--- src/rtl/ex_div_ctrl.sv ---
// EX-stage divide controller: hands a DIV/DIVU to a multi-cycle divider, stalls the pipe, writes HI/LO once.
// Optional build macro DIV_ZERO_SKIP_EN: a zero divisor bypasses the divider (hi = dividend, lo = all ones).
module ex_div_ctrl (
   input  logic        clk,
   input  logic        rst,
   input  logic [4:0]  op_i,
   input  logic [31:0] rs_data_i,
   input  logic [31:0] rt_data_i,
   input  logic        valid_i,
   input  logic        advance_i,
   input  logic        flush_i,
   output logic [4:0]  div_op_o,
   output logic [31:0] div_op1_o,
   output logic [31:0] div_op2_o,
   output logic        div_start_o,
   output logic        div_annul_o,
   input  logic [63:0] div_result_i,
   input  logic        div_ready_i,
   output logic        stall_req_o,
   output logic        hilo_we_o,
   output logic [31:0] hi_o,
   output logic [31:0] lo_o
);

   localparam logic [4:0] DIV_CONTROL  = 5'b11010;
   localparam logic [4:0] DIVU_CONTROL = 5'b11011;

   typedef enum logic [1:0] {IDLE, RUN, DONE} state_t;

   state_t state_reg;
   logic   first_reg;
   logic   is_div;
   logic   accept;
   logic   zero_skip;

   assign is_div = (op_i == DIV_CONTROL) || (op_i == DIVU_CONTROL);
   // rst gates acceptance so stall_req_o is held low while reset is asserted
   assign accept = rst && (state_reg == IDLE) && valid_i && is_div && !flush_i;

`ifdef DIV_ZERO_SKIP_EN
   assign zero_skip = (rt_data_i == 32'd0);
`else
   assign zero_skip = 1'b0;
`endif

   always_comb begin
      div_start_o = (state_reg == RUN) && !flush_i;
      div_annul_o = (state_reg == RUN) && flush_i;
      stall_req_o = accept || ((state_reg == RUN) && !flush_i);
      hilo_we_o   = (state_reg == DONE) && first_reg && !flush_i;
   end

   always_ff @(posedge clk or negedge rst) begin
      if (!rst) begin
         state_reg <= IDLE;
         first_reg <= 1'b0;
         div_op_o  <= 5'd0;
         div_op1_o <= 32'd0;
         div_op2_o <= 32'd0;
         hi_o      <= 32'd0;
         lo_o      <= 32'd0;
      end else begin
         case (state_reg)
            IDLE: begin
               if (accept) begin
                  div_op_o  <= op_i;
                  div_op1_o <= rs_data_i;
                  div_op2_o <= rt_data_i;
                  if (zero_skip) begin
                     hi_o      <= rs_data_i;
                     lo_o      <= 32'hFFFF_FFFF;
                     first_reg <= 1'b1;
                     state_reg <= DONE;
                  end else begin
                     state_reg <= RUN;
                  end
               end
            end
            RUN: begin
               // flush wins over a simultaneous ready: the result is dropped
               if (flush_i) begin
                  state_reg <= IDLE;
               end else if (div_ready_i) begin
                  hi_o      <= div_result_i[63:32];
                  lo_o      <= div_result_i[31:0];
                  first_reg <= 1'b1;
                  state_reg <= DONE;
               end
            end
            DONE: begin
               first_reg <= 1'b0;
               if (advance_i || flush_i) state_reg <= IDLE;
            end
            default: state_reg <= IDLE;
         endcase
      end
   end

endmodule
--- config.mk ---
export PLATFORM = sky130hd
export DESIGN_NAME = ex_div_ctrl
export DESIGN_NICKNAME = d
export VERILOG_FILES = /design/src/rtl/ex_div_ctrl.sv
export SDC_FILE = /design/constraint.sdc
export NUM_CORES = 1
export LEC_CHECK = 0
export CORE_MARGIN = 2
export CORE_UTILIZATION = 35
export DETAILED_ROUTE_END_ITERATION = 8
export GPL_ROUTABILITY_DRIVEN = 0
export PLACE_DENSITY_LB_ADDON = 0.12
export REMOVE_ABC_BUFFERS = 1
export SYNTH_ARGS = -nofsm -noshare
export SYNTH_HDL_FRONTEND = slang
export SYNTH_SLANG_ARGS = --single-unit
--- constraint.sdc ---
create_clock -name clk -period 2.25 [get_ports clk]
set_input_delay 0.5625 -clock clk [delete_from_list [all_inputs] [get_ports clk]]
set_output_delay 0.5625 -clock clk [all_outputs]
set_load 0.02 [all_outputs]
Word level (Yosys, flattened, before mapping)
Cells that the tools add are included.
- equality and inequality tests: 9
- reduce and logical (&&, ||, !) cells: 18
- multiplexer cells: 8
- bitwise operators: 1
- operators by type and width (operator ; count):
    5-bit == test (second input constant) ; 2
    3-bit AND reduction ; 3
    1-bit logical AND ; 8
    2-bit two-way mux ; 4
    2-bit inequality test (second input constant) ; 3
    2-bit case mux with 3 select lines ; 1
    1-bit logical OR ; 3
    3-bit inequality test (second input constant) ; 1
    2-bit by 1-bit == test with 1-bit output (second input constant) ; 1
    2-bit == test (second input constant) ; 1
    2-bit logical NOT ; 1
    1-bit two-way mux ; 2
    2-bit by 1-bit inequality test with 1-bit output (second input constant) ; 1
    1-bit case mux with 2 select lines ; 1
    2-bit AND reduction ; 1
    2-bit nonzero test ; 1
    1-bit logical NOT ; 1
    1-bit inverter ; 1
- input port bits: 139
- word-level logic and storage cells: 43
- bits in registers: 136
- output and inout port bits: 137

Longest topological paths before layout
- depth in word-level cells: 7
- depth in mapped cells: 5
- depth with buffers taken out: 3

Least setup slack after synthesis
OpenSTA, ideal clock, no wires.
- path kind: input to output
- start: input flush_i
- end: output stall_req_o
- stages: 4
- buffers on the path: 1
- data required time: 1688 ps
- data arrival time: 1685 ps
- slack: 3 ps
- cell sequence: or3_1 nor3_4 buf_4 or2_2
- word-level cells in the longest chain between the ends: 3
- elaborated cells on any way between the ends: 4
- classes of those cells: reduce/logical: 4
- RTL lines (what ; line ; text):
    start: declaration ; 11 ; input logic flush_i,
    1-bit logical NOT * ; 38, 49 ;
    1-bit logical AND (on tied branches) ; 38, 49 ;
    1-bit logical OR * ; 49 ; stall_req_o = accept || ((state_reg == RUN) && !flush_i);
    end: declaration ; 19 ; output logic stall_req_o,
Every way passes the cells marked *; elsewhere a longest branch is shown, timed or not.

Final worst setup path
- start: input valid_i
- end: output stall_req_o
- word-level cells in the longest chain between the ends: 4
- RTL lines (what ; line ; text):
    start: declaration ; 9 ; input logic valid_i,
    1-bit logical AND (3 in a row) ; 38 ; assign accept = rst && (state_reg == IDLE) && valid_i && is_div && !flush_i;
    1-bit logical OR ; 49 ;
Every way passes these cells.

==> results <==
[final cells by class]
class | instances | area, um^2
Clock buffer | 24 | 501.7
Clock inverter | 8 | 92.59
Fill cell | 1118 | 5675
Inverter | 1 | 3.754
Multi-Input combinational cell | 148 | 1607
Sequential cell | 136 | 3403
Tap cell | 184 | 230.2
Timing Repair Buffer | 285 | 2855
[worst max-delay path: stages]
cell and delay [ns]:
clkdlybuf4s50_1 0.46, nand4b_1 0.16, nor3_4 0.21, or2_4 0.14
buf_6 0.11
[cells in the mapped netlist, drive strengths merged (2+ instances only)]
cell and number:
dfrtp 136, mux2 129, buf 13, or2 4, a21o 2, nor2b 2, nor3b 2
[stage by stage]
step                      utilization  worst slack (ns)  hold WS [ns]
after floorplan                     -            -1.685        0.2669
after global placement         0.5627           -0.5590        0.4542
after detailed placement       0.5627           -0.5984        0.4504
after CTS                      0.6045           -0.1076        0.1580
after global routing           0.6050          -0.02064        0.1869
final                          0.6050           0.04215        0.1678
[power by group]
group	internal (mW)	switching (mW)	leakage, nW
combinational	0.779	0.567	1.84
sequential	2.69	0.122	1.84
clock	1.77	0.980	0.296
[how the worst min path moves through the flow]
stage,start,end,slack [ns],cells past startpoint
2_1_floorplan,rst,div_op1_o[0]$_DFFE_PN0P_,0.27,0
3_3_place_gp,div_op_o[3]$_DFFE_PN0P_,div_op_o[3]$_DFFE_PN0P_,0.45,1
3_5_place_dp,div_op_o[3]$_DFFE_PN0P_,div_op_o[3]$_DFFE_PN0P_,0.45,1
4_1_cts,rst,lo_o[10]$_DFFE_PN0P_,0.16,2
5_1_grt,rst,lo_o[10]$_DFFE_PN0P_,0.19,2
6_report,rst,div_op1_o[28]$_DFFE_PN0P_,0.17,2
[cells by family (layout without fill, tap and decap cells)]
| logic type | after synthesis | count (layout) | share of synthesized area |
|---|---|---|---|
| flip-flops | 136 | 136 | 0.6670 |
| multiplexers | 129 | 129 | 0.2847 |
| AND/OR/NAND/NOR | 16 | 16 | 0.02232 |
| buffers and inverters | 15 | 318 | 0.02207 |
| AO/OA/AOI/OAI | 3 | 3 | 0.003922 |
[what timing repair did]
action,in CTS,in global routing
pin swaps,0,3
gates resized for setup,13,7
endpoints found under the setup margin,49,50
setup buffers,0,0
[per-layer routing]
layer,vias to the layer above,wire length (um),part of all wire
li1,1634,-,-
met1,1713,5269,0.40
met2,189,6180,0.47
met3,21,1361,0.10
met4,0,269,0.021
met5,-,0,0
==> flow_metrics.py <==
metrics = {
    "outcome": {
        "status": "finished, final reports clean",
    },
    "pwr": {
        "power.density_mw_per_mm2": 794.3,
        "ir_worst_vdd_mv": 0.4040,
        "power_mw": 6.905,
        "p_leak_nw": 3.970,
    },
    "synth": {
        "syn_area_mm2": 0.005102,
        "syn_area_per_cell_um2": 17.06,
        "syn_inst": 299,
        "yosys.area.top_type": "dfrtp_1",
        "synth_seq_cells": 136,
        "synth_top_area_frac": 0.6670,
        "yosysUniqueCellTypes": 21,
        "synth_flop_cell": "dfrtp_1",
        "ys_async_sr_fraction": 1.000,
        "seq_area_frac_synth": 0.6670,
        "ys_warn_count": 0,
        "synth_edf_count": 0,
        "synth.area.top_cells": "dfrtp_1, mux2_2, buf_6",
    },
    "floorplan": {
        "coreArea_mm2": 0.01437,
        "io-pin-count": 276,
        "rows": 44,
        "initial_utilization": 0.3551,
        "die-area_mm2": 0.01556,
        "die_w_um": 124.7,
        "die_y_um": 124.7,
    },
    "timing": {
        "worst_pin_slew_ns": 0.6979,
        "hold_viol": 0,
        "skew_ns": 0.005464,
        "setup_tns_ns": 0,
        "grt_setup_unrepaired": "true",
        "layout_min_cycle_time_ns": 2.208,
        "slew_headroom": 0.5348,
        "setup_viol": 0,
        "maxSlewViolCount": 0,
        "max_freq_ghz": 0.4529,
        "fin_crit_sh": 0.9813,
    },
    "global_route": {
        "use_met2": 0.2755,
        "overflow": 0,
        "grt_max_degree": 57,
        "top_usage_layer": "met2",
        "grt_use_met3": 0.07775,
        "use_met1": 0.2100,
        "grt_pass1_vias": 3883,
        "grt.total_usage": 0.1762,
        "grt_pass1_wl_um": 21090,
        "antenna_found_initial": 0,
    },
    "critical_path": {
        "timing.rr.start": "state_reg[0]$_DFFE_PN0P_",
        "path_max_fanout": 2,
        "cp_data_required_time_ns": 1.69,
        "ff2ff_path_depth": 5,
        "start_kind": "input port",
        "endpoint": "stall_req_o",
        "r2r-end": "div_op1_o[19]$_DFFE_PN0P_",
        "arrival_ns": 1.65,
        "cp-startpoint": "valid_i",
        "crit_type": "input port to output pin",
        "worstSetupEndpointType": "output pin",
        "reg2reg_setup_slack_ns": 0.12,
    },
    "placement": {
        "numPortBuffers": 275,
        "dpl_cell_area_mm2": 0.008085,
        "dp_hpwl_um": 9683,
        "placed_cells": 754,
    },
    "cts": {
        "cts_made_buffers": 17,
        "clockBufferDepth": 2,
        "cts_sinks": 136,
        "holdBufCountCts": 0,
        "root_buffer": "clkbuf_16",
        "clkTransAtPathRegs_ns": 0.06,
        "htreeDepth": 4,
        "clk_latency_ns": 0.41,
        "cts_tree": "done",
    },
    "routing": {
        "wl_per_cell_um": 16.64,
        "drc_errors": 0,
        "finalWirelength_um": 13080,
        "vias": 3557,
        "drt_iter0_markers": 111,
        "viasPerCell": 4.525,
        "ant_nets": 0,
        "dr.pass1.iters": 4,
    },
    "cells_and_area": {
        "final_cell_mix": "clkdlybuf4s50_1, dfrtp_1, mux2_2",
        "design_area_mm2": 0.008693,
        "final_common_cell": "clkdlybuf4s50_1",
        "final_cells": 786,
        "diodes": 0,
        "finish.net_count": 728,
        "synthToLayoutAreaGrowth_pct": 70.38,
        "drive_gt1_frac": 0.2924,
    },
    "worst_hold_path": {
        "hold_class": "input port to async pin",
    },
    "job": {
        "drv_cap": 0,
    },
}
(Power assumes the default switching activity.)
